File: config.mk
export PLATFORM = sky130hd
export DESIGN_NAME = result_text_streamer
export DESIGN_NICKNAME = d
export VERILOG_FILES = /design/src/rtl/result_text_streamer_pkg.sv /design/src/rtl/result_text_streamer_bcd_dabble_seq.sv /design/src/rtl/result_text_streamer.sv
export SDC_FILE = /design/constraint.sdc
export NUM_CORES = 1
export LEC_CHECK = 0
export ABC_CLOCK_PERIOD_IN_PS = 5700
export BUFFER_PORTS_ARGS = -buffer_cell sky130_fd_sc_hd__buf_2
export CORE_MARGIN = 2
export CORE_UTILIZATION = 40
export DETAILED_ROUTE_END_ITERATION = 8
export PLACE_DENSITY = 0.66
export SLEW_MARGIN = 30
export SYNTH_ARGS = -nofsm -noshare
export SYNTH_HDL_FRONTEND = slang
export SYNTH_SLANG_ARGS = --single-unit
File: constraint.sdc
create_clock -name clk -period 5.7 [get_ports clk]
set_clock_uncertainty 0.15 [all_clocks]
set_input_delay 0.855 -clock clk [delete_from_list [all_inputs] [get_ports clk]]
set_output_delay 0.855 -clock clk [all_outputs]
set_load 0.02 [all_outputs]
File: src/rtl/result_text_streamer_pkg.sv
// Shared FSM state encoding and ASCII codes for the result text streamer.
package result_text_streamer_pkg;

   typedef enum logic [2:0] {
      IDLE,
      CONVERT,
      EMIT_SIGN,
      EMIT_DIG,
      EMIT_END
   } state_t;

   localparam logic [7:0] ASCII_ZERO  = 8'h30;
   localparam logic [7:0] ASCII_MINUS = 8'h2D;
   localparam logic [7:0] ASCII_CR    = 8'h0D;

endpackage

File: src/rtl/result_text_streamer_bcd_dabble_seq.sv
// Sequential binary-to-BCD converter: shift-add-3, one input bit per clock.
module bcd_dabble_seq
   import result_text_streamer_pkg::*;
#(
   parameter int WIDTH  = 16,
   parameter int DIGITS = 5
) (
   input  logic                  clk,
   input  logic                  rst_n,
   input  logic                  load,
   input  logic [WIDTH-1:0]      bin,
   output logic                  done,
   output logic [DIGITS*4-1:0]   bcd
);

   localparam int CNT_W = $clog2(WIDTH + 1);

   logic [WIDTH-1:0]    bin_q;
   logic [DIGITS*4-1:0] bcd_q;
   logic [DIGITS*4-1:0] bcd_adj;
   logic [CNT_W-1:0]    cnt_q;

   always_comb begin
      bcd_adj = bcd_q;
      for (int unsigned i = 0; i < DIGITS; i++) begin
         if (bcd_q[4*i +: 4] >= 4'd5)
            bcd_adj[4*i +: 4] = bcd_q[4*i +: 4] + 4'd3;
      end
   end

   // bin_q is the magnitude register; it empties into the BCD field as it shifts
   always_ff @(posedge clk or negedge rst_n) begin
      if (!rst_n) begin
         bin_q <= '0;
         bcd_q <= '0;
         cnt_q <= '0;
      end else if (load) begin
         bin_q <= bin;
         bcd_q <= '0;
         cnt_q <= CNT_W'(WIDTH);
      end else if (cnt_q != '0) begin
         {bcd_q, bin_q} <= {bcd_adj[DIGITS*4-2:0], bin_q, 1'b0};
         cnt_q          <= cnt_q - 1'b1;
      end
   end

   assign done = (cnt_q == '0);
   assign bcd  = bcd_q;

endmodule

File: src/rtl/result_text_streamer.sv
// Streams a binary result as decimal ASCII text, sharing the output with a keyboard.
module result_text_streamer
   import result_text_streamer_pkg::*;
#(
   parameter int         WIDTH     = 16,
   parameter int         DIGITS    = 5,
   parameter int         SIGNED_EN = 0,
   parameter int         END_EN    = 1,
   parameter logic [7:0] END_CHAR  = ASCII_CR
) (
   input  logic             clk,
   input  logic             rst_n,
   input  logic             res_valid,
   input  logic [WIDTH-1:0] res_data,
   output logic             res_ready,
   input  logic             key_valid,
   input  logic [7:0]       key_ascii,
   output logic             key_ready,
   output logic             out_valid,
   output logic [7:0]       out_ascii,
   input  logic             out_ready,
   output logic             busy
);

   localparam int CW         = WIDTH + SIGNED_EN;
   localparam int PW         = $clog2(DIGITS);
   // Digit count of 2**WIDTH-1; the default 16-bit/5-digit pairing sits exactly on it
   localparam int MIN_DIGITS = (WIDTH * 30103) / 100000 + 1;

   if (WIDTH < 2 || WIDTH > 32) begin : g_bad_width
      $error("result_text_streamer: WIDTH must be 2..32");
   end
   if (DIGITS < MIN_DIGITS) begin : g_bad_digits
      $error("result_text_streamer: DIGITS too small for WIDTH");
   end

   state_t              state_q, state_d;
   logic [7:0]          char_q, char_d;
   logic [PW-1:0]       ptr_q, ptr_d, msd;
   logic                neg_q, load, done;
   logic [CW-1:0]       mag;
   logic [DIGITS*4-1:0] bcd;

   function automatic logic [7:0] digit_char(input logic [PW-1:0] idx);
      return ASCII_ZERO + {4'h0, bcd[4*idx +: 4]};
   endfunction

   always_comb begin
      mag = CW'(res_data);
      if (SIGNED_EN != 0 && res_data[WIDTH-1])
         mag = CW'(-{res_data[WIDTH-1], res_data});
   end

   bcd_dabble_seq #(
      .WIDTH  (CW),
      .DIGITS (DIGITS)
   ) u_dabble (
      .clk   (clk),
      .rst_n (rst_n),
      .load  (load),
      .bin   (mag),
      .done  (done),
      .bcd   (bcd)
   );

   always_comb begin
      msd = '0;
      for (int unsigned i = 0; i < DIGITS; i++) begin
         if (bcd[4*i +: 4] != 4'd0)
            msd = PW'(i);
      end
   end

   always_ff @(posedge clk or negedge rst_n) begin
      if (!rst_n) begin
         state_q <= IDLE;
         char_q  <= '0;
         ptr_q   <= '0;
         neg_q   <= 1'b0;
      end else begin
         state_q <= state_d;
         char_q  <= char_d;
         ptr_q   <= ptr_d;
         if (load)
            neg_q <= (SIGNED_EN != 0) && res_data[WIDTH-1];
      end
   end

   // The next character is computed on each handshake and registered with the state
   always_comb begin
      state_d   = state_q;
      char_d    = char_q;
      ptr_d     = ptr_q;
      load      = 1'b0;
      res_ready = 1'b0;
      key_ready = 1'b0;
      out_valid = 1'b0;
      out_ascii = char_q;
      busy      = 1'b1;
      unique case (state_q)
         IDLE: begin
            busy      = 1'b0;
            res_ready = 1'b1;
            out_ascii = rst_n ? key_ascii : char_q;
            if (res_valid) begin
               load    = 1'b1;
               state_d = CONVERT;
            end else begin
               out_valid = key_valid & rst_n;
               key_ready = out_ready & rst_n;
            end
         end
         CONVERT: begin
            if (done) begin
               ptr_d = msd;
               if (neg_q) begin
                  state_d = EMIT_SIGN;
                  char_d  = ASCII_MINUS;
               end else begin
                  state_d = EMIT_DIG;
                  char_d  = digit_char(msd);
               end
            end
         end
         EMIT_SIGN: begin
            out_valid = 1'b1;
            if (out_ready) begin
               state_d = EMIT_DIG;
               char_d  = digit_char(ptr_q);
            end
         end
         EMIT_DIG: begin
            out_valid = 1'b1;
            if (out_ready) begin
               if (ptr_q == '0) begin
                  if (END_EN != 0) begin
                     state_d = EMIT_END;
                     char_d  = END_CHAR;
                  end else begin
                     state_d = IDLE;
                  end
               end else begin
                  ptr_d  = ptr_q - 1'b1;
                  char_d = digit_char(ptr_q - 1'b1);
               end
            end
         end
         EMIT_END: begin
            out_valid = 1'b1;
            if (out_ready)
               state_d = IDLE;
         end
         default: state_d = IDLE;
      endcase
   end

endmodule
# Word level (Yosys, flattened, before mapping)
# Index checks and enable logic that the tools add are counted.
# totals
ff_bits	55
in_bits	29
out_inout_bits	12
elab_cells	93
# op_classes
add_sub_neg	10
n_lt_le_gt_ge	5
eq_ne	11
n_shift	3
n_mux	41
bitwise_logic	2
reduce_logical	15
# op_table
cell	count
$shiftx A20 B6 Y4	3
$mux W20	2
$mux W8	5
$mux W3	13
$mux W16	2
$pmux W8 S3	1
$add A6 B4 Y7 const A	3
$ge A4 B3 Y1 const B	5
$add A4 B2 Y4 const B	4
$mux W4	4
$reduce_bool A4 Y1	4
$pmux W3 S5	1
$ne A2 B2 Y1 const B	7
$mux W5	2
$mux W1	8
$reduce_and A4 Y1	2
$mux W7	1
$eq A3 B2 Y1 const B	2
$logic_not A3 Y1	2
$pmux W3 S2	1
$reduce_and A6 Y1	1
$logic_not A5 Y1	1
$reduce_bool A5 Y1	1
$sub A5 B1 Y5 const B	1
9 further kinds	11

# Logic depth before layout (Yosys ltp)
# Gate-level depths: netlist (run 1).
# depth
ltp_word	9
mapped_depth	9
depth_no_buf	7

# Modules after synthesis
# From an unflattened synthesis (run 1), not the netlist that was laid out.
# unflattened
cells_unflattened	410
hier_area_um2	3667.3
# by_module_without_submodules
mod	instances	cells_per_inst	area_per_inst_um2	seq_area_each_um2
bcd_dabble_seq	1	256	2391.0	1026.0
result_text_streamer	1	154	1276.2	275.3

# Worst setup path before layout (run 1)
# No wires, ideal clock.
# synth_path
path_type	register -> output
from	reg state_q[2]
to	out out_ascii[0]
t_arrival_ns	1.935
required_ns	4.695
path_slack_ns	2.760
path_stages_with_launch	6
path_buffers	2
path_cell_list	dfrtp_1 > buf_2 > nor3_1 > and2_1 > buf_2 > mux2_2
# synth_between
elab_chain_cells	2
# synth_rtl
item	line_no	rtl
start: declaration	result_text_streamer.sv:37	state_t state_q, state_d;
start signal: assignment	result_text_streamer.sv:81	state_q <= state_d;
$logic_not A3 Y1	result_text_streamer.sv:100	unique case (state_q)
$mux W8	result_text_streamer.sv:100	
end: declaration	result_text_streamer.sv:20	output logic [7:0] out_ascii,
# No other way between the ends.

# Worst setup path in the final report (run 1)
# layout_path
from	in rst_n
to	out out_ascii[0]
# layout_between
elab_chain_cells	2
# layout_rtl
item	line_no	rtl
start: declaration	result_text_streamer.sv:12	input logic rst_n,
$mux W8	result_text_streamer.sv:104	out_ascii = rst_n ? key_ascii : char_q;
$mux W8	result_text_streamer.sv:100	
# No other way between the ends.

==> run summary, run 1 <==
The number of fill cells in the layout is 872. The count of boundary I/O pins is 41. The class of the tightest hold or removal check is reg -> reg.

TritonCTS built the clock tree. The routed metal-1 wire length is 3.61 mm. 0 antenna diodes ended up in the layout.

In this run, synthesis produced a sequential element count of 52. The run finished with clean final reports. The placed standard-cell area is 0.00378 mm2. The height of the chip is 97.8 um.

The sequential fraction of the synthesis area came out at 0.370. STA classifies the critical path startpoint as an input pin. The detailed-route via count came out at 2957. The average detailed-routed wire length per instance is 13.9 um. The proportion of register bits with asynchronous set or reset after synthesis is 1.00. The core region is 0.00864 mm2. The worst-case clock buffer depth came out at 2. The die covers 0.00956 mm2. The initial core utilization is 0.407.

The path with the worst hold slack has its endpoint at char_q[4]$_DFFE_PN0P_. The root buffer cell chosen for the clock tree is clkbuf_8. The worst hold slack is 0.350 ns. After clock tree synthesis, the setup repair step added 0 buffers.

The Yosys warning count is 0. The detailed-router iteration count before antenna repair is 4. Summed over all instances, the cell type with the most area after synthesis is dfrtp_1. The number of buffers inserted by port buffering is 40. The most frequent standard cell in the layout excluding fill and tap cells is nand2_1. The total of cells resized after clock tree synthesis is 0. The worst hold path begins at char_q[4]$_DFFE_PN0P_.

The number of hold-slack violations in the final timing report came out at 0. The arrival time at the worst endpoint is 2.41 ns. The switching share of total power is 0.462.

The normalized max-slew margin is 0.539. For this run, the total global-route usage over all layers was measured as 0.165. The fraction of the cycle the final worst path needs is 0.600. The die outline width came out at 97.8 um. The routability congestion estimate from global placement came out at 0.881. The cell area after technology mapping came out at 0.00352 mm2.

Counting every instance in the synthesized netlist gives 401. The detailed router used layers up to and including met4. The number of antenna violations at the first check in global routing came out at 0.

The total nets after synthesis came out at 447. Along the worst hold path, the cell count comes to 1. The number of failing setup endpoints in the final timing report came out at 0. The setup path with the least slack is of type in -> out.

The via density per instance came out at 5.50. The share of cells above drive strength 1 is 0.153. The total of hold buffers inserted after clock tree synthesis came out at 0.

STA classifies the critical path endpoint as an output pin. The met3 wire length came out at 373 um. The finished cells cover 0.00387 mm2. The row count came out at 34. The flop-to-flop setup slack came out at 3.10 ns. The insertion delay to the later sink of the worst-skew pair is 0.32 ns.

The final layout contains 475 nets. The worst path required time came out at 4.70 ns. The detailed router finished its first iteration with 141 violations.

CTS built an H-tree with a depth of 2. The clock-pin slew of the registers on the worst-case setup and hold paths is 0.10 ns. The top cell types in the final layout, fill and taps aside, are nand2_1, dfrtp_1, buf_2.

CTS saw 52 sinks. The power density over cell area came out at 550 mW/mm2. The transition time at the pin with the least slew margin came out at 0.692 ns. The total net switching power came out at 0.985 mW. In this run the critical register-to-register path is launched from ptr_q[0]$_DFFE_PN0P_.

The clock period could shrink to 3.42 ns. The wire length of the first global-routing pass came out at 13.0 mm. The portion of total power attributed to combinational logic is 0.536.

The number of clock buffers inserted by TritonCTS is 5. The total DRC errors in the routed layout came out at 0. The routed design has 7.49 mm of wire.

The synthesized design contains 0 enable-type register cells. The path depth of the worst reg2reg path came out at 7. Setup repair after global routing left no endpoint under its margin. The worst-case setup margin in the final layout came out at 2.28 ns. Of the post-synthesis cell area, the dominant cell type holds 0.370.

Ranked by total cell area, the synthesized netlist is headed by dfrtp_1, ha_1, nand2_1. The pin count of the biggest net entering global routing came out at 57. The clock network fraction of total power came out at 0.112. The portion of total power attributed to sequential cells came out at 0.352.

Before CTS, the worst setup slack after placement is 2.20 ns. The number of global-route vias before repair came out at 2699. The wire length on met2 came out at 3.37 mm. The post-route setup TNS is 0 ns. The growth of design area from synthesis to finish is 10.2%. Summed over all cells, the static leakage comes to 1.74 nW. The endpoint identified for the worst register-to-register timing path is char_q[0]$_DFFE_PN0P_. The worst voltage drop across the vdd grid is 0.000185 V. In the synthesized netlist the dominant register cell turns out to be dfrtp_1. The number of pins with negative max-slew slack in the final report is 0. The netlist uses 52 different library cells.

The number of maximum-capacitance constraint violations is 0. The internal power of the cells came out at 1.15 mW. The count of nets left with antenna violations once routing finished came out at 0. The overall overflow remaining after global route came out at 0. Static timing analysis puts the maximum clock frequency at 292 MHz. Of all nets on the critical path, the largest fanout is 56. The post-synthesis area per instance came out at 8.77 um2. Detailed placement finished with a half-perimeter wire length of 5.36 mm.
[area by class of cell]
cell class              instances  area [um2]  share of cell area
flip-flops and latches         52        1300               0.336
repair buffers                 45         253              0.0652
clock buffers                   5        68.8              0.0178
multi-input cells             305        2010               0.520
well taps                     108         135              0.0349
clock inverters                 3        28.8             0.00743
inverters                      20        75.1              0.0194
[sequential cells by signal (all words and copies together), names as in the netlist]
signal,count
u_dabble.bin_q,16
char_q,5
u_dabble.cnt_q,5
ptr_q,3
state_q,3
u_dabble.bcd,20
[how the worst max path moves through the flow]
stage / start / to / cells past startpoint
floorplan: state_q[2]$_DFFE_PN0P_ / out_ascii[0] / 5
global placement: rst_n / out_ascii[3] / 5
detailed placement: rst_n / out_ascii[0] / 5
CTS: rst_n / out_ascii[0] / 5
global route: rst_n / out_ascii[0] / 5
finish: rst_n / out_ascii[0] / 5
[routing by layer]
| layer | track usage | vias up |
|---|---|---|
| met5 | 0 | - |
| met4 | 0.0513 | 0 |
| met3 | 0.0265 | 12 |
| met2 | 0.249 | 76 |
| met1 | 0.243 | 1386 |
| li1 | - | 1483 |
[power groups by stage]
stage	registers, mW	clock network (mW)	logic (mW)
floorplan	0.660	0	0.988
global placement	0.753	0	1.10
detailed placement	0.758	0	1.14
CTS	0.749	0.248	1.15
global route	0.784	0.262	1.30
finish	0.750	0.238	1.14
[logic make-up (layout without fill, tap and decap cells)]
| group | after synthesis | in the layout | synth area share |
|---|---|---|---|
| and+or+nand+nor | 141 | 141 | 0.204 |
| buffers and inverters | 44 | 73 | 0.0598 |
| xor gates and xnor gates | 8 | 8 | 0.0199 |
| muxes | 25 | 25 | 0.0900 |
| adders and majority gates | 17 | 17 | 0.0605 |
| AOI/OAI and AO/OA | 114 | 114 | 0.196 |
| DFF | 52 | 52 | 0.370 |
[metrics by stage]
| stage | std cells | util | power (mW) |
|---|---|---|---|
| CTS | 538 | 0.449 | 2.14 |
| global placement | 528 | 0.434 | 1.86 |
| floorplan | 401 | - | 1.65 |
| detailed placement | 530 | 0.437 | 1.90 |
| finish | 538 | 0.449 | 2.13 |
| global route | 538 | 0.449 | 2.34 |
[Yosys cell counts, types with 7 or more instances]
cell      instances
nand3_1          10
a21oi_1          27
nand2_1          53
ha_1             17
o21a_1            7
nor3_1           11
mux2i_1          17
nand2b_1          8
clkbuf_1          7
buf_2            12
a31oi_1           8
nor2_1           25
nor3b_1           8
inv_1            20
a211oi_1          8
o21ai_0          34
dfrtp_1          52
[critical path: stages]
cell	delay (ns)
buf_2	0.08
buf_4	0.53
and2_1	0.41
mux2_2	0.38
buf_2	0.16
(Power assumes the default switching activity.)
==> run 2: changes to the inputs <==
--- a/config.mk
+++ b/config.mk
@@ -5,12 +5,12 @@
 export SDC_FILE = /design/constraint.sdc
 export NUM_CORES = 1
 export LEC_CHECK = 0
-export ABC_CLOCK_PERIOD_IN_PS = 5700
+export ABC_CLOCK_PERIOD_IN_PS = 3000
 export BUFFER_PORTS_ARGS = -buffer_cell sky130_fd_sc_hd__buf_2
 export CORE_MARGIN = 2
 export CORE_UTILIZATION = 40
 export DETAILED_ROUTE_END_ITERATION = 8
-export PLACE_DENSITY = 0.66
+export PLACE_DENSITY = 0.68
 export SLEW_MARGIN = 30
 export SYNTH_ARGS = -nofsm -noshare
 export SYNTH_HDL_FRONTEND = slang
==> constraint.sdc (replaced) <==
create_clock -name clk -period 3 [get_ports clk]
set_clock_uncertainty 0.15 [all_clocks]
set_input_delay 0.45 -clock clk [delete_from_list [all_inputs] [get_ports clk]]
set_output_delay 0.45 -clock clk [all_outputs]
set_load 0.02 [all_outputs]
==> run summary, run 2 (synthesized netlist as in run 1, its figures left out) <==
The average detailed-routed wire length per instance came out at 14.8 um (+6.5%). The tree is rooted in a clkbuf_8. The total routing usage reported by global routing is 0.175 (+0.0103). TritonCTS built the clock tree. The number of hold-slack violations in the final timing report came out at 0 (unchanged). The met3 wire length came out at 439 um (+18%). The worst voltage drop across the vdd grid is 0.000326 V (+76%). The number of buffers inserted by port buffering is 40 (unchanged).

The CTS H-tree depth came out at 2 (unchanged). The growth of design area from synthesis to finish came out at 11.1%. The number of nets in the finished design came out at 478 (+0.63%). The total DRC errors in the routed layout was 0 (unchanged). The clock-pin slew of the registers on the worst-case setup and hold paths came to 0.10 ns (about the same). The share of cells above drive strength 1 came out at 0.159 (+0.00586). The half-perimeter wire length after detailed placement is 5.70 mm (+6.3%). The class of the tightest hold or removal check is in -> reg. The placed standard-cell area came out at 0.00378 mm2 (unchanged). STA classifies the critical path endpoint as an output pin. The row count came to 34 (unchanged).

The wire length of the first global-routing pass came out at 13.8 mm (+5.8%). The worst-case setup margin in the final layout came out at 0.305 ns (-1.98 ns). The diode insertion count for antenna repair came out at 0 (unchanged). The pin count of the biggest net entering global routing came out at 57 (unchanged). The number of flip-flops in the largest register is 20 (unchanged).

The cell area after layout came out at 0.00391 mm2 (+0.84%). The routed metal-1 wire length came to 3.71 mm (+2.8%). The final wirelength is 8.01 mm (+7.1%).

Setup repair after global routing left no endpoint under its margin. The critical path is of the reg -> out type. The biggest fanout along the worst timing path came out at 13 (-77%). The number of pins with negative max-slew slack in the final report came out at 0 (unchanged). The number of antenna violations at the first check in global routing is 0 (unchanged). The most frequent standard cell in the layout excluding fill and tap cells is nand2_1. The worst setup path is launched from a flip-flop.

The die outline width came out at 97.8 um (unchanged). The detailed-router iteration count before antenna repair is 4 (unchanged). The insertion delay to the later sink of the worst-skew pair came out at 0.31 ns (about the same). The post-route setup TNS is 0 ns (unchanged). The initial core utilization is 0.407 (unchanged). The detailed-route via count is 3002 (+1.5%).

The leakage power total came to 1.76 nW (+1.3%). The number of clock buffers inserted by TritonCTS is 5 (unchanged). The number of maximum-capacitance constraint violations was 0 (unchanged). The final critical delay including setup and external delays came out at 2.70 ns. The via density per instance was 5.55 (+0.96%). The height of the chip came out at 97.8 um (unchanged).

The worst-case clock buffer depth came out at 2 (unchanged). The fraction of the cycle the final worst path needs came out at 0.898. The wire length on met2 is 3.75 mm (+11%). The highest metal layer carrying signal wires in the routed design is met4.

The library cells used most frequently in the layout, excluding fill and tap cells, are nand2_1, dfrtp_1, buf_2. The post-layout utilization of the core is 0.452 (+0.00377). The setup slack after placement came out at 0.509 ns (-1.69 ns). The number of DRC markers in iteration 0 came out at 163 (+16%). The power density over cell area came out at 1060 mW/mm2 (+94%). The number of global-route vias before repair is 2873 (+6.4%). The maximum operating frequency came out at 371 MHz.

The core box area was 0.00864 mm2 (unchanged). The count of boundary I/O pins is 41 (unchanged). The flow ran to the end, and the final reports show no timing, DRC or antenna violations. The clock sink total was 52 (unchanged). The arrival time at the worst endpoint is 2.10 ns (-0.31 ns).

The number of failing setup endpoints in the final timing report is 0 (unchanged). The transition time at the pin with the least slew margin came out at 0.507 ns (-0.185 ns). The number of fill cells in the layout is 866 (-0.69%). The worst path required time is 2.40 ns (-2.30 ns).

The normalized max-slew margin is 0.659 (+0.120). The residual antenna-violating net count after detailed routing came out at 0 (unchanged). The routability congestion estimate from global placement is 0.956 (+8.4%). The area enclosed by the die boundary is 0.00956 mm2 (unchanged).

The overall overflow remaining after global route was 0 (unchanged).
-- run 2: cell count changes in the layout (fill, tap and decap cells not counted), sizes merged --
| cell | delta |
|---|---|
| dlygate4sd3 | +1 |
| inv | -2 |
| buf | +2 |
| bufinv | +1 |
| clkinv | +1 |
-- run 2: critical path, stage by stage, from the launching register on --
cell and delay (ns):
dfrtp_1 0.52, nor3_2 0.36, and2_1 0.36, mux2_2 0.38, buf_2 0.16
-- run 2: worst paths after layout --
kind | startpoint | cells past startpoint | slack (ns) | end
max reg2reg | u_dabble.bcd[8]$_DFFE_PN0P_ | 7 | 0.66 | char_q[3]$_DFFE_PN0P_
min reg2reg | char_q[4]$_DFFE_PN0P_ | 1 | 0.36 | char_q[4]$_DFFE_PN0P_
max | state_q[1]$_DFFE_PN0P_ | 4 | 0.30 | out_ascii[0]
min | res_data[10] | 3 | 0.18 | u_dabble.bin_q[10]$_DFFE_PN0P_
max in group asynchronous | rst_n | 4 | 1.48 | u_dabble.bcd[0]$_DFFE_PN0P_
min in group asynchronous | rst_n | 3 | 0.48 | ptr_q[2]$_DFFE_PN0P_
-- run 2: final cells by class --
class                   count  area [um2]  area share
multi-input cells         305        2020       0.516
flip-flops and latches     52        1300       0.333
repair buffers             48         263      0.0672
well taps                 108         135      0.0346
inverters                  20        75.1      0.0192
clock buffers               5        68.8      0.0176
clock inverters             3        46.3      0.0118
-- run 2: where the power goes --
part	internal [mW]	switching (mW)	leakage (nW)
logic	0.998	1.24	1.05
clock network	0.253	0.258	0.0600
registers	1.01	0.398	0.651
-- run 2: routing by layer --
metal,GRT usage,vias to the layer above
li1,-,1481
met1,0.240,1423
met2,0.277,86
met3,0.0351,12
met4,0.0609,0
met5,0,-
-- run 2: what timing repair did --
action / 4_1_cts / 5_1_grt
buffers inserted: 0 / 0
hold buffers: 1 / 0
hold endpoints to repair: 16 / 0
gates resized for setup: 0 / 1
endpoints found under the setup margin: 0 / 3
-- run 2: metrics by stage --
step / total power, mW / cells / hold WS (ns)
CTS: 4.17 / 541 / 0.172
finish: 4.16 / 541 / 0.184
global route: 4.58 / 541 / 0.176
detailed placement: 3.64 / 532 / 0.296
floorplan: 3.13 / 401 / 0.00441
global placement: 3.58 / 532 / 0.292
